===== config.mk =====
export PLATFORM = sky130hd
export DESIGN_NAME = char_rx_fifo
export DESIGN_NICKNAME = d
export VERILOG_FILES = /design/src/rtl/char_pkg.sv /design/src/rtl/fifo_ram.sv /design/src/rtl/char_rx_fifo.sv
export SDC_FILE = /design/constraint.sdc
export NUM_CORES = 1
export LEC_CHECK = 0
export CAP_MARGIN = 40
export CORE_ASPECT_RATIO = 1.1
export CORE_MARGIN = 1.5
export CORE_UTILIZATION = 59
export CTS_CLUSTER_SIZE = 8
export DETAILED_ROUTE_END_ITERATION = 7
export HOLD_SLACK_MARGIN = 0.08
export PLACE_DENSITY = 0.79
export SETUP_SLACK_MARGIN = 0.3
export SKIP_CTS_REPAIR_TIMING = 1
export SYNTH_ARGS = -nofsm -noshare
export SYNTH_HDL_FRONTEND = slang
export SYNTH_HIERARCHICAL = 1
export SYNTH_SLANG_ARGS = --single-unit
export TNS_END_PERCENT = 50

===== constraint.sdc =====
create_clock -name APB_PCLK -period 6.85 [get_ports APB_PCLK]
set_clock_uncertainty 0.15 [all_clocks]
set_input_delay 2.055 -clock APB_PCLK [delete_from_list [all_inputs] [get_ports APB_PCLK]]
set_output_delay 2.055 -clock APB_PCLK [all_outputs]
set_load 0.05 [all_outputs]

===== src/rtl/char_pkg.sv =====
// Shared character constants and types for the receive-side character buffer.
package char_pkg;

  typedef logic [7:0] char_t;

  localparam char_t CHAR_NUL = 8'h00;
  localparam char_t CHAR_LF  = 8'h0A;
  localparam char_t CHAR_CR  = 8'h0D;

endpackage


===== src/rtl/fifo_ram.sv =====
// DEPTH x 8 register array with one synchronous write port and an asynchronous read port.
module fifo_ram
  import char_pkg::*;
#(
  parameter int DEPTH = 16,
  parameter int AW    = $clog2(DEPTH)
) (
  input  logic          clk,
  input  logic          we,
  input  logic [AW-1:0] waddr,
  input  char_t         wdata,
  input  logic [AW-1:0] raddr,
  output char_t         rdata
);

  char_t mem [DEPTH];

  // Write the incoming byte at the write pointer; contents are not reset.
  always_ff @(posedge clk) begin
    if (we) begin
      mem[waddr] <= wdata;
    end
  end

  assign rdata = mem[raddr];

endmodule


===== src/rtl/char_rx_fifo.sv =====
// Receive character FIFO feeding the UART char_in/read pair; char_out reads 0x00 when empty.
// Optional CR->LF folding is enabled by defining CHAR_RX_FIFO_CRLF_EN.
module char_rx_fifo
  import char_pkg::*;
#(
  parameter int DEPTH     = 16,
  parameter int CNT_WIDTH = 8
) (
  input  logic                     APB_PCLK,
  input  logic                     APB_PRESET,
  input  logic                     in_valid,
  input  logic [7:0]               in_data,
  output logic                     full,
  output logic [7:0]               char_out,
  input  logic                     read,
  output logic [$clog2(DEPTH):0]   level,
  output logic [CNT_WIDTH-1:0]     drop_cnt
);

  localparam int AW = $clog2(DEPTH);
  localparam int LW = AW + 1;

  logic [AW-1:0]        wr_ptr_r;
  logic [AW-1:0]        rd_ptr_r;
  logic [LW-1:0]        level_r;
  logic [CNT_WIDTH-1:0] drop_cnt_r;
  char_t                store_byte_s;
  char_t                rdata_s;
  logic                 skip_s;
  logic                 push_req_s;
  logic                 pop_ok_s;
  logic                 push_ok_s;
  logic                 drop_s;
  logic                 full_s;
  logic                 empty_s;

`ifdef CHAR_RX_FIFO_CRLF_EN
  logic                 last_was_cr_r;

  // CR is stored as LF, and an LF right after a CR is swallowed.
  always_comb begin
    store_byte_s = in_data;
    skip_s       = 1'b0;
    if (in_data == CHAR_CR) begin
      store_byte_s = CHAR_LF;
    end else begin
      store_byte_s = in_data;
    end
    skip_s = last_was_cr_r && (in_data == CHAR_LF);
  end

  // Remember whether the previous cycle carried a CR byte.
  always_ff @(posedge APB_PCLK) begin
    if (APB_PRESET) begin
      last_was_cr_r <= 1'b0;
    end else begin
      last_was_cr_r <= in_valid && (in_data == CHAR_CR);
    end
  end
`else
  assign store_byte_s = in_data;
  assign skip_s       = 1'b0;
`endif

  assign empty_s    = (level_r == {LW{1'b0}});
  assign full_s     = (level_r == LW'(DEPTH));
  assign push_req_s = in_valid && (in_data != CHAR_NUL) && !skip_s;
  assign pop_ok_s   = read && !empty_s;
  // A pop from a full FIFO frees the slot the simultaneous push needs.
  assign push_ok_s  = push_req_s && (!full_s || pop_ok_s);
  assign drop_s     = push_req_s && full_s && !pop_ok_s;

  fifo_ram #(
    .DEPTH (DEPTH),
    .AW    (AW)
  ) u_ram (
    .clk   (APB_PCLK),
    .we    (push_ok_s && !APB_PRESET),
    .waddr (wr_ptr_r),
    .wdata (store_byte_s),
    .raddr (rd_ptr_r),
    .rdata (rdata_s)
  );

  // Pointer, occupancy and saturating drop-counter bookkeeping.
  always_ff @(posedge APB_PCLK) begin
    if (APB_PRESET) begin
      wr_ptr_r   <= {AW{1'b0}};
      rd_ptr_r   <= {AW{1'b0}};
      level_r    <= {LW{1'b0}};
      drop_cnt_r <= {CNT_WIDTH{1'b0}};
    end else begin
      if (push_ok_s) begin
        wr_ptr_r <= wr_ptr_r + AW'(1);
      end
      if (pop_ok_s) begin
        rd_ptr_r <= rd_ptr_r + AW'(1);
      end
      level_r <= level_r + LW'(push_ok_s) - LW'(pop_ok_s);
      if (drop_s && (drop_cnt_r != {CNT_WIDTH{1'b1}})) begin
        drop_cnt_r <= drop_cnt_r + CNT_WIDTH'(1);
      end
    end
  end

  assign char_out = empty_s ? CHAR_NUL : rdata_s;
  assign full     = full_s;
  assign level    = level_r;
  assign drop_cnt = drop_cnt_r;

endmodule


# [Yosys cells after proc, flatten, opt, wreduce, memory -nomap -nowiden]
# Memory sizes are Yosys's and may differ from the RTL's. A register that Yosys moved wholly into a read port is not among the register bits.
# Cells that the tools add are included.
[totals] in_bits=12 memories=1 elab_cells=31 ff_bits=21 ramBits=128
[memory_table] memory="u_ram.mem" depth=16 word_bits=8 read_ports=1 rd_clocked_by_memory_dff=1 write_ports=1 line_no="fifo_ram.sv:16" rtl="char_t mem [DEPTH];"
[classes] add_sub_neg=5 reduce_logical=14 mux=5 eq_ne=2
[op_table] operator="4-bit by 1-bit adder with 4-bit output (second input constant)" n=2
[op_table] operator="8-bit by 1-bit adder with 8-bit output (second input constant)" n=1
[op_table] operator="4-bit two-way mux" n=2
[op_table] operator="8-bit two-way mux" n=1
[op_table] operator="8-bit inequality test (second input constant)" n=1
[op_table] operator="8-bit nonzero test" n=1
[op_table] operator="1-bit logical AND" n=7
[op_table] operator="5-bit by 1-bit adder with 5-bit output" n=1
[op_table] operator="5-bit equality test (second input constant)" n=1
[op_table] operator="5-bit logical NOT" n=1
[op_table] operator="5-bit by 1-bit subtractor with 5-bit output" n=1
[op_table] operator="1-bit logical NOT" n=4
[op_table] operator="1-bit two-way mux" n=2
[op_table] operator="1-bit logical OR" n=1

# [Depth between registers and ports, before layout]
# Gate-level depths: netlist (run 1).
[logic_depth] ltp_word=8 mapped_depth=13 ltp_nobuf=13

# [Modules after synthesis]
# Netlist (run 1), hierarchy kept.
[modules_own_cells] mod="fifo_ram" n_inst=1 cells_per_inst=221 area_per_inst_um2=4987.3 seq_area_each_um2=3843.7
[modules_own_cells] mod="char_rx_fifo" n_inst=1 cells_per_inst=135 area_per_inst_um2=1199.9 seq_area_each_um2=420.4

# [Worst setup path after synthesis (run 1)]
# Ideal clock, no wire load.
[synth_timing] kind="input -> register" from="input port in_data[5]" to="register level_r[4], in the netlist level[4]" arrival_ns=3.944 setup_time_ns=0.131 stages=11 path_buffers=0 slack_ns=2.624 cell_sequence="or4_4 -> o21ai_0 -> nand2_1 -> o21ai_0 -> ha_1 -> inv_1 -> fa_1 -> nor2b_1 -> o21bai_1 -> a21oi_1 -> nor3b_1"
[synth_between] elab_chain_len=5
[synth_lines] element="from (decl)" line_no="char_rx_fifo.sv:12" rtl="input logic [7:0] in_data,"
[synth_lines] element="8-bit nonzero test" line_no="char_rx_fifo.sv:67" rtl="assign push_req_s = in_valid && (in_data != CHAR_NUL) && !skip_s;"
[synth_lines] element="1-bit logical AND" line_no="char_rx_fifo.sv:67"
[synth_lines] element="1-bit logical AND" line_no="char_rx_fifo.sv:70" rtl="assign push_ok_s = push_req_s && (!full_s || pop_ok_s);"
[synth_lines] element="5-bit by 1-bit adder with 5-bit output" line_no="char_rx_fifo.sv:99" rtl="level_r <= level_r + LW'(push_ok_s) - LW'(pop_ok_s);"
[synth_lines] element="5-bit by 1-bit subtractor with 5-bit output" line_no="char_rx_fifo.sv:99"
[synth_lines] element="to (signal assigned)" line_no="char_rx_fifo.sv:90" rtl="level_r <= {LW{1'b0}};"
[synth_lines] element="to (signal assigned)" line_no="char_rx_fifo.sv:99"
[synth_lines] element="to (decl)" line_no="char_rx_fifo.sv:25" rtl="logic [LW-1:0] level_r;"
# Every way passes these cells.
# A chain may end at the register's enable or synchronous reset.

==> results of run 1 <==
flip-flops by register name, indices dropped and copies added (netlist names):
register   flops
u_ram/mem    128
wr_ptr_r       4
drop_cnt       8
rd_ptr_r       4
level          5
path summary, 6_finish.rpt:
check           endpoint
max          char_out[3]
min          drop_cnt[7]
min reg2reg  drop_cnt[7]
max reg2reg     level[4]
where the power goes:
part	total (W)	internal [W]	switching, W
combinational	0.000725	0.000317	0.000408
clock	0.000927	0.000572	0.000354
sequential	0.00107	0.00102	0.0000542
layer usage:
| metal | vias to the layer above | routed length (um) | global-route usage [%] |
|---|---|---|---|
| li1 | 1538 | - | - |
| met3 | 42 | 954 | 5.570 |
| met2 | 156 | 7031 | 43.20 |
| met4 | 0 | 491 | 12.77 |
| met5 | - | 0 | 0 |
| met1 | 1817 | 5093 | 34.32 |
kinds of logic (layout without fill, tap and decap cells):
| kind of cell | after synthesis | after routing | synth area share, % |
|---|---|---|---|
| flops | 149 | 149 | 68.92 |
| simple gates | 89 | 89 | 7.806 |
| compound gates | 41 | 41 | 4.773 |
| mux | 36 | 36 | 13.23 |
| buf+inv | 26 | 95 | 2.487 |
| fa+ha+maj | 9 | 9 | 1.941 |
| xor+xnor | 6 | 6 | 0.8493 |
per-stage QoR:
| step | hold slack, ps | setup slack (ps) | util [%] | power [W] |
|---|---|---|---|---|
| floorplan | 337.7 | 2624 | - | 0.001610 |
| global placement | 329.5 | 1660 | 64.41 | 0.001775 |
| detailed placement | 337.0 | 1565 | 65.89 | 0.001807 |
| CTS | 347.1 | 1626 | 71.61 | 0.002738 |
| global route | 361.5 | 1517 | 71.61 | 0.002820 |
| finish | 341.5 | 1632 | 71.61 | 0.002723 |
placed cells by master (no fill, tap or decap), drive strengths merged, types with 2 or more instances in the layout:
cell           synthesis  final
a21oi                 10     10
a22oi                 16     16
and2                  10     10
buf                    8     19
bufinv                 0      3
clkbuf                 4     20
clkdlybuf4s50          0     33
clkinv                 0      4
clkinvlp               0      3
dfxtp                 21     21
edfxtp               128    128
ha                     8      8
inv                   11     13
mux2i                  3      3
mux4                  32     32
nand2                 14     14
nand2b                 2      2
nand3                  8      8
nand3b                 2      2
nor2                  23     23
nor2b                  6      6
nor3                   7      7
o21ai                  5      5
o31ai                  3      3
o41ai                  2      2
or3                    3      3
or4                    6      6
xnor2                  2      2
xor2                   4      4
critical path: stages (launching register included):
cell,delay (ps)
dfxtp_2,910
mux4_1,410
a22oi_1,280
nand2_1,130
and2_1,150
clkdlybuf4s50_1,690
cell type report:
type,instances,share of cell area [%]
Clock buffer,20,5.922
Clock inverter,12,2.070
Inverter,11,0.5600
Multi-Input combinational cell,181,24.20
Sequential cell,149,57.87
Tap cell,143,2.427
Timing Repair Buffer,52,6.957
==> metrics.txt, run 1 <==
status complete, no violations; post-route cell area 7373 um2; initial antenna violation count 0; CP max FO 35; Antenna Nets Post-Route 0; Layout Nets 433; drt total wl 13570 um; Area growth, synth to finish 19.17%; first drt pass iteration count 5; GRT Overall Usage 26.63%; WP data required 4640 ps; Syn Area/Cell 17.38 um2; slew of the pin with the lowest slew margin 887.2 ps; synth warn 6; fin. max-slew vios 0; Die H 110.4 um; maximum vdd drop 238.9 uV; TritonCTS Buffers 17; hold path depth 2; Async S/R FF share, synth 0%; Seq cells post-synth 149; startpoint types flip-flop; part of the cycle the worst path needs 76.17%; Post-synth EDFFs 128; Tmin final 5218 ps; Fmax 0.1917 GHz; share of cells above drive strength 1 18.82%; WL per Instance 23.89 um; register area 4267 um2; post-place instance area 6784 um2; I/O pin count 34; diodes inserted 0; CTS max path bufs 2; final setup violation count 0; Seq/Total Area, Yosys 68.92%; Gate Count Post-Synth 356; DRC Markers 0; crit path DAT 3010 ps; Unique masters post-synth 48; hold path startpoint drop_cnt[7]; max_cap viols 0; placed cells 536; clk slew on worst S/H paths 60 ps; clock root buffer clkbuf_16; vias in the first global route 3597; fin cells 568; syn nets 377; # rows 39; routed vias 3553; Synth area leader edfxtp_1; Slew HR 40.86%; most instantiated cells after synthesis 128 x edfxtp_1, 23 x nor2_1, 21 x dfxtp_1; FF-to-FF path depth 12; leak pwr 2.433 nW; Area contributors post-synth edfxtp_1 62%, dfxtp_1 6.8%, mux4_2 6.6%; vias per cell 6.255; Setup Crit Path Kind flip-flop to primary output; area of the multi-input gates 1784 um2; Cell Pwr Density 369.3 nW/um2; CP Launch Point rd_ptr_r[1]; Hold Crit Class flip-flop to flip-flop; post-DP HPWL 8340 um; RR Startpoint level[3]; RSZ-0062 raised after global routing false; most common cell in the netlist edfxtp_1; flop-to-flop setup slack 3580 ps; CP endpoint kind primary output; CTS Sinks 149; port bufs 33; H-Tree Depth 4; gr ovfl total 0; Placer Congestion 0.7793; Total Die Area 11110 um2; Post-Synthesis Cell Area 6187 um2; first-pass GRT wire length 20780 um; number of DRC markers in iteration 0 326; Starting Density 60.09%; endpoints failing hold 0; Top FF cell, synth edfxtp_1; Yosys top cell area share 62.12%; chip width 100.6 um; fill cell count 609; pin count of the biggest net entering global routing 36; CTS tree built; setup TNS 0 ps; core box area 10300 um2; Clk Latency, worst-skew pair 420 ps
Note: power is estimated with default switching activity, not from simulation.
==> run 2: changes to the inputs <==
CORE_UTILIZATION = 53   (was 59)
PLACE_DENSITY = 0.75   (was 0.79)
clock period = 4.8 ns   (was 6.85 ns; I/O delays follow)
==> run 2 against run 1 <==
- sequential cell count did not move
- hold slack improved by 6.9 ps
- non-clock buffer count rose by 7
- clock power rose by 47%
- final cell count rose by 2.5%
- sequential share of layout area fell by 0.42 points
- critical path type unchanged
- critical endpoint is now char_out[7]
- largest cell class unchanged
- highest routed layer unchanged
==> metrics.txt, run 2 (synthesis gave the netlist of run 1 again) <==
clk slew on worst S/H paths 60 ps (about the same); leak pwr 2.480 nW (+1.9%); initial antenna violation count 0 (unchanged); CTS tree built; share of cells above drive strength 1 19.68% (+0.85 points); Placer Congestion 0.7748 (-0.58%); Hold Crit Class flip-flop to flip-flop; part of the cycle the worst path needs 92.81%; # rows 41 (+5.1%); chip width 106.0 um (+5.3%); pin count of the biggest net entering global routing 36 (unchanged); clock root buffer clkbuf_16; I/O pin count 34 (unchanged); Power, Total 0.003913 W (+44%); CTS Sinks 149 (unchanged); GRT Overall Usage 21.99% (-4.6 points); flop-to-flop setup slack 1600 ps (-1980 ps); first-pass GRT wire length 19450 um (-6.4%); Int Power 0.002771 W (+45%); number of DRC markers in iteration 0 302 (-7.4%); most frequent cells in the layout 128 x edfxtp_1, 31 x clkdlybuf4s50_1, 23 x nor2_1, 23 x buf_4, 20 x dfxtp_1; status complete, no violations; part of the power in registers 38.1% (-1.2 points); Tmin final 4455 ps; CP max FO 35 (unchanged); final setup violation count 0 (unchanged); H-Tree Depth 4 (unchanged); slew of the pin with the lowest slew margin 858.1 ps (-29.06 ps); max_cap viols 0 (unchanged); max FFs per register 128 (unchanged); WP data required 3210 ps (-1430 ps); Slew HR 42.58% (+1.7 points); Antenna Nets Post-Route 0 (unchanged); core box area 11440 um2 (+11%); vias per cell 5.976 (-4.5%); port bufs 33 (unchanged); RSZ-0062 raised after global routing true; WL per Instance 21.85 um (-8.6%); largest register by flop count u_ram/mem; TritonCTS Buffers 17 (unchanged); clock share of power 34.8% (+0.8 points); Setup Crit Path Kind flip-flop to primary output; leading cell type in the layout, fill and taps excluded edfxtp_1; setup TNS 0 ps (unchanged); Layout Nets 440 (+1.6%); Logic pwr share 27.1% (+0.5 points); post-DP HPWL 8122 um (-2.6%); Switching Share 29.19% (-0.82 points); endpoints failing hold 0 (unchanged); gr ovfl total 0 (unchanged); Area growth, synth to finish 20.00%; maximum vdd drop 380.6 uV (+59%); sw power 0.001142 W (+40%); vias in the first global route 3492 (-2.9%); startpoint types flip-flop; Fmax 0.2245 GHz; Clk Latency, worst-skew pair 420 ps (about the same); Total Die Area 12330 um2 (+11%); Cell Pwr Density 527.0 nW/um2 (+43%); Starting Density 54.09% (-6.0 points); CP endpoint kind primary output; fin. max-slew vios 0 (unchanged); routed vias 3478 (-2.1%); crit path DAT 2860 ps (-150 ps); first drt pass iteration count 5 (unchanged); DRC Markers 0 (unchanged); drt total wl 12710 um (-6.3%); Hold Slack 348.5 ps (+6.941 ps); diodes inserted 0 (unchanged); fill cell count 755 (+24%); Die H 116.3 um (+5.4%); CTS max path bufs 2 (unchanged)
[run 2: cell types whose count changed in the layout (fill, tap and decap cells not counted), moves of 2 or more]
cell,delta
buf_6,-7
clkdlybuf4s50_1,-2
buf_4,+14
nor3_1,+3
nor3_2,-3
dlymetal6s2s_1,+2
[run 2: path summary, 6_finish.rpt]
| path | end | cells past startpoint | startpoint |
|---|---|---|---|
| setup / recovery | char_out[7] | 6 | rd_ptr_r[0] |
| hold / removal | drop_cnt[7] | 2 | drop_cnt[7] |
| setup reg to reg | level[4] | 12 | level[2] |
| hold reg to reg | drop_cnt[7] | 2 | drop_cnt[7] |
[run 2: power groups by stage]
stage / clock [W] / sequential [W] / combinational, W
global route: 0.00143 / 0.00150 / 0.00113
finish: 0.00136 / 0.00149 / 0.00106
floorplan: 0 / 0.00158 / 0.000720
global placement: 0 / 0.00151 / 0.00104
detailed placement: 0 / 0.00152 / 0.00107
CTS: 0.00137 / 0.00149 / 0.00107
[run 2: final cells by class]
type	instances	area (um2)	area share, %
clock buffer	19	432.9	5.831
clock inverter	13	181.4	2.444
inverter	11	41.29	0.5561
multi-input combinational	181	1772	23.86
sequential	149	4265	57.45
tap	150	187.7	2.528
timing repair buffer	59	544.3	7.331
[run 2: worst max-delay path, cell delays in order (launching register included)]
cell and delay [ps]:
dfxtp_2 340, buf_12 270, mux4_2 540, a22oi_1 320, nand2_1 110, and2_1 170
clkdlybuf4s50_1 700
[run 2: layer usage]
metal	wire [um]	track usage, %	part of all wire [%]	vias to the layer above
li1	-	-	-	1548
met1	4979	26.44	39	1795
met2	7017	40.74	55	117
met3	559	2.958	4.4	18
met4	157	8.288	1.2	0
met5	0	0	0	-
[run 2: per-stage QoR]
step / instance area [um2] / utilization [%] / setup WS, ps / instances
final: 7425 / 64.90 / 345.2 / 582
after detailed placement: 6794 / 59.39 / 510.9 / 549
after CTS: 7408 / 64.76 / 266.7 / 581
after floorplan: 6187 / - / 1189 / 356
after global routing: 7425 / 64.90 / 253.4 / 582
after global placement: 6794 / 59.39 / 549.3 / 549
